**config.mk**
```make
export PLATFORM = sky130hd
export DESIGN_NAME = memoria_dados_param
export DESIGN_NICKNAME = d
export VERILOG_FILES = /design/src/rtl/memoria_dados_param.sv
export SDC_FILE = /design/constraint.sdc
export NUM_CORES = 2
export LEC_CHECK = 0
export CAP_MARGIN = 20
export CELL_PAD_IN_SITES_DETAIL_PLACEMENT = 0
export CELL_PAD_IN_SITES_GLOBAL_PLACEMENT = 1
export CORE_MARGIN = 5
export CORE_UTILIZATION = 52
export DETAILED_ROUTE_END_ITERATION = 16
export PLACE_DENSITY = 0.79
export SYNTH_ARGS = -nofsm -noshare
export SYNTH_HDL_FRONTEND = slang
export SYNTH_SLANG_ARGS = --single-unit
```
**constraint.sdc**
```tcl
create_clock -name clk -period 6.5 [get_ports clk]
set_input_delay 0.975 -clock clk [delete_from_list [all_inputs] [get_ports clk]]
set_output_delay 0.975 -clock clk [all_outputs]
set_load 0.05 [all_outputs]
```
**src/rtl/memoria_dados_param.sv**
```systemverilog
// memoria_dados_param: parametrised single-port data memory with clear sweep, 1/2-cycle read latency and range error.
module memoria_dados_param #(
    parameter int LARGURA_DADO     = 8,
    parameter int LARGURA_END      = 8,
    parameter int PROFUNDIDADE     = 256,
    parameter int LATENCIA_LEITURA = 1
) (
    input  logic                    clk,
    input  logic                    reset,
    input  logic [LARGURA_END-1:0]  endereco,
    input  logic [LARGURA_DADO-1:0] dado,
    input  logic                    EscrMemo,
    input  logic                    LerMemo,
    output logic [LARGURA_DADO-1:0] dadoLido,
    output logic                    valido,
    output logic                    erro,
    output logic                    ocupado
);
    localparam int AW = PROFUNDIDADE > 1 ? $clog2(PROFUNDIDADE) : 1;
    localparam logic LIMPA  = 1'b0;
    localparam logic OCIOSO = 1'b1;
    localparam logic [LARGURA_END:0] PROF = (LARGURA_END+1)'(PROFUNDIDADE);
    localparam logic [LARGURA_END:0] FIM  = (LARGURA_END+1)'(PROFUNDIDADE - 1);

    logic                    r_estado;
    logic [LARGURA_END:0]    r_ptr;
    logic [LARGURA_DADO-1:0] r_mem [PROFUNDIDADE];

    logic                    w_ocioso, w_faixa, w_escr, w_ler, w_erro_l, w_erro_e;
    logic [AW-1:0]           w_idx;
    logic [LARGURA_DADO-1:0] w_dado_lido, w_d;
    logic                    w_v, w_e;

    assign ocupado     = r_estado == LIMPA;
    assign w_ocioso    = r_estado == OCIOSO;
    assign w_faixa     = {1'b0, endereco} < PROF;
    assign w_idx       = AW'(endereco);
    assign w_escr      = w_ocioso & EscrMemo & w_faixa;
    assign w_ler       = w_ocioso & LerMemo;
    // Write-first: a simultaneous write forwards its data to the read.
    assign w_dado_lido = !w_faixa ? '0 : EscrMemo ? dado : r_mem[w_idx];
    assign w_erro_l    = w_ler & !w_faixa;
    // A write-only error; a combined request reports once, with the read.
    assign w_erro_e    = w_ocioso & EscrMemo & !LerMemo & !w_faixa;

    always_ff @(posedge clk) begin
        if (reset) begin
            r_estado <= LIMPA;
            r_ptr    <= '0;
        end else if (!w_ocioso) begin
            r_ptr <= r_ptr + 1'b1;
            if (r_ptr == FIM)
                r_estado <= OCIOSO;
        end
    end

    always_ff @(posedge clk) begin
        if (!reset) begin
            if (!w_ocioso)
                r_mem[AW'(r_ptr)] <= '0;
            else if (w_escr)
                r_mem[w_idx] <= dado;
        end
    end

    generate
        if (LATENCIA_LEITURA == 2) begin : g_lat2
            logic                    r_v1, r_e1;
            logic [LARGURA_DADO-1:0] r_d1;
            always_ff @(posedge clk) begin
                if (reset) begin
                    r_v1 <= 1'b0;
                    r_e1 <= 1'b0;
                    r_d1 <= '0;
                end else begin
                    r_v1 <= w_ler;
                    r_e1 <= w_erro_l;
                    r_d1 <= w_dado_lido;
                end
            end
            assign w_v = r_v1;
            assign w_d = r_d1;
            assign w_e = r_e1 | w_erro_e;
        end else begin : g_lat1
            assign w_v = w_ler;
            assign w_d = w_dado_lido;
            assign w_e = w_erro_l | w_erro_e;
        end
    endgenerate

    always_ff @(posedge clk) begin
        if (reset) begin
            dadoLido <= '0;
            valido   <= 1'b0;
            erro     <= 1'b0;
        end else begin
            valido <= w_v;
            erro   <= w_e;
            if (w_v)
                dadoLido <= w_d;
        end
    end
endmodule

```
==> run_results.csv <==
group,metric,value,unit
critical_path,crit_end,"r_mem[202][3]",
global_routing,grt_use_met1,36.82,%
cells_and_area,utilization,58.19,%
floorplanning,start_util,52.33,%
critical_path,crit_family,"simple AND/OR/NAND/NOR gates",
cells_and_area,n_fill_cell,10990,
global_routing,use_met3,6.604,%
floorplanning,die_area,0.1632,sq mm
clock_tree,cts_max_level,4,
run_status,status,"finished clean",
global_routing,grtUsageTotal,25.65,%
clock_tree,cts_resized,0,
place,dp.cells,5838,
cells_and_area,drive_above_1_share,22.21,%
cells_and_area,final_cells,6206,
cells_and_area,final_cell_mix,"edfxtp_1, mux4_2, nor2_1, clkbuf_16, mux2i_1",
synth,synth.cell_area,0.08070,sq mm
sta,max_freq,214.1,MHz
sta,slew_headroom,20.51,%
power_and_ir_drop,p_seq_share,54.3,%
detailed_routing,drtIter0Drc,5398,
place,hpwlAfterDp,127.8,mm
detailed_routing,wl_per_cell,33.67,um
sta,tightest_slew,1.189,ns
min_path,hp-class,"flop to flop",
synth,syn_nets,3893,
clock_tree,cts.sinks,2067,
detailed_routing,routed_wl,209.0,mm
detailed_routing,firstDrtPassIters,6,
detailed_routing,drc,0,
detailed_routing,vias,40830,
run,timing.max_cap.violations,0,
global_routing,grt_pass1_vias,40340,
global_routing,grt_max_degree,171,
power_and_ir_drop,p_int,21.09,mW
power_and_ir_drop,swShare,20.75,%
sta,fin_crit_sh,71.85,%
floorplanning,die_y,404.0,um
critical_path,r2r_start,"r_estado",
critical_path,worstSetupPathDepth,5,
clock_tree,clock_path_buffers,3,
clock_tree,clock_latency,0.84,ns
critical_path,worstPathMaxFanout,16,
critical_path,startpoint_type,"flop",
global_routing,grt-busiest-layer,"met2",
critical_path,ff2ff_setup_slack,1.83,ns
synth,async_flop_share,0,%
critical_path,reg2reg_depth,5,
clock_tree,cts.reportedPaths.clkPinSlew,0.06,ns
power_and_ir_drop,p_leak,31.87,nW
global_routing,grt_pass1_wl,298.6,mm
sta,final_hold_viol_count,0,
critical_path,critical_path_arrival,5.11,ns
detailed_routing,postRouteAntennaNets,0,
clock_tree,cts_hold_buffers,0,
synth,synth_area_per_cell,20.85,sq um
power_and_ir_drop,switching_power,5.521,mW
global_routing,globalRouteMet2Util,38.73,%
sta,period_needed,4.670,ns
floorplanning,io_pins,31,
power_and_ir_drop,power_frac_clock,42.4,%
critical_path,rr_endpoint,"r_mem[202][3]",
clock_tree,cts-root-buf,"clkbuf_16",
synth,seq_area_frac_synth,76.67,%
synth,synth-seq-cells,2067,
floorplanning,core,0.1542,sq mm
clock_tree,post-cts-setup-buffer-count,0,
cells_and_area,final_common_cell,"edfxtp_1",
power_and_ir_drop,max-vdd-ir-drop,0.3018,mV
place,gp_congestion,0.9167,
sta,finClkSkew,0.03897,ns
synth,synthCells,3871,
clock_tree,cts_tree,"yes",
critical_path,critical_path.endpoint_type,"flop",
power_and_ir_drop,combPwrFrac,3.4,%
critical_path,critPathLaunch,"r_estado",
sta,rsz0062_at_grt,"false",
clock_tree,numCtsBuffers,195,
cells_and_area,final_nets,4015,
critical_path,slowest_stage,"nand3_1",
critical_path,critPathMaxStageDelay,0.94,ns
global_routing,antenna_found_initial,3,
synth,yosysWarnings,0,
cells_and_area,area_growth,11.20,%
sta,final.setup.tns,0,ns
global_routing,globalRouteOverflowTotal,0,
critical_path,cp.required,6.94,ns
place,numPortBuffers,29,
synth,synth_edf_count,2048,
critical_path,worstPathCellList,"inv_2 -> or3_1 -> o21ai_0 -> nand3_1 -> nor2_1",
detailed_routing,vias_per_cell,6.580,
floorplanning,std_cell_rows,144,
power_and_ir_drop,p_per_area,296.5,mW/mm^2
critical_path,critical_path_buf_inv_count,1,
synth,yosysUniqueCellTypes,74,
synth,synth_flop_cell,"edfxtp_1",
floorplanning,dieWidth,404.0,um
critical_path,path_class,"flop to flop",
sta,slew_violations,0,
sta,setup_viol,0,
-- registers in the layout (all words and copies together) (netlist names) --
register	flops
r_mem	2048
r_estado	1
dadoLido	8
valido	1
r_ptr	9
-- area by class of cell --
cell class | count | area (sq um) | area share [%]
sequential | 2067 | 61880 | 68.95
multi-input combinational | 1566 | 17390 | 19.38
clock buffer | 238 | 5114 | 5.698
tap | 2044 | 2557 | 2.850
timing repair buffer | 157 | 1575 | 1.755
clock inverter | 126 | 1200 | 1.337
inverter | 6 | 25.02 | 0.02788
antenna | 2 | 5.005 | 0.005577
-- worst min-delay path by stage --
stage             start  endpoint  slack [ns]  cells after the start
3_3_place_gp   r_ptr[8]  r_ptr[8]        0.47                      2
5_1_grt        r_ptr[8]  r_ptr[8]        0.54                      2
4_1_cts        r_ptr[8]  r_ptr[8]        0.49                      2
6_report       r_ptr[8]  r_ptr[8]        0.49                      2
2_1_floorplan  r_ptr[8]  r_ptr[8]        0.45                      2
3_5_place_dp   r_ptr[8]  r_ptr[8]        0.47                      2
-- routing by layer --
metal	vias to the layer above	wire, um
met5	-	0
met4	0	8329
met3	416	23710
met2	2635	96840
met1	21440	80100
li1	16340	-
-- cells by family (layout without fill, tap and decap cells) --
kind of cell             Yosys count  count (layout)  share of synthesized area, %
buffers and inverters            238             527                         1.850
multiplexers                     643             643                         15.31
XOR/XNOR                           6               6                       0.06511
AO/OA/AOI/OAI                    335             335                         2.899
flip-flops                      2067            2067                         76.67
adder cells (fa/ha/maj)            2               2                       0.03100
AND/OR/NAND/NOR                  579             579                         3.167
other                              1               3                      0.004647
-- through the flow --
stage / setup slack, ns / total power [mW] / cell area, sq um / hold WS (ns)
5_1_grt: 1.814 / 27.31 / 89740 / 0.5426
6_report: 1.830 / 26.61 / 89750 / 0.4897
4_1_cts: 1.982 / 26.69 / 89720 / 0.4890
3_5_place_dp: 1.353 / 15.61 / 83410 / 0.4747
2_1_floorplan: 0.8375 / 15.29 / 80700 / 0.4544
3_3_place_gp: 1.379 / 15.60 / 83380 / 0.4665
-- worst min-delay path: cells and delay by family (launching register included) --
kind,cells,cell delay (ns)
compound gates,1,0.06
simple gates,1,0.07
flops,1,0.32
-- power by group through the flow --
| stage | Combinational (mW) | Sequential (mW) | Clock (mW) |
|---|---|---|---|
| final | 0.902 | 14.4 | 11.3 |
| after global routing | 0.928 | 14.4 | 12.0 |
| after CTS | 0.889 | 14.4 | 11.4 |
| after detailed placement | 0.886 | 14.7 | 0 |
| after global placement | 0.884 | 14.7 | 0 |
| after floorplan | 0.575 | 14.7 | 0 |
-- Yosys cell counts (all sizes together) (3+ instances only) --
cell type	instances	area share [%]
a2111oi	4	0.043
o21ai	32	0.20
mux2i	152	1.9
a22oi	85	0.79
and2	31	0.24
nand2	95	0.44
nor2	305	1.4
a311oi	4	0.043
o211ai	11	0.10
o22ai	58	0.45
o31ai	7	0.088
buf	141	1.4
a22o	5	0.054
or3	9	0.070
nor4	3	0.023
nand3	50	0.31
clkbuf	91	0.42
mux2	21	0.29
edfxtp	2048	76
o41ai	4	0.043
xor2	4	0.043
nor3	28	0.17
nor2b	11	0.085
mux4	470	13
dfxtp	19	0.47
a31oi	10	0.078
or4	3	0.028
nand4	7	0.054
inv	4	0.019
a211oi	19	0.18
a21oi	50	0.31
o32ai	4	0.043
a221oi	11	0.12
nand3b	10	0.093
nand2b	13	0.10
or2	5	0.039
o221ai	13	0.15
Note: power is estimated with default switching activity, not from simulation.
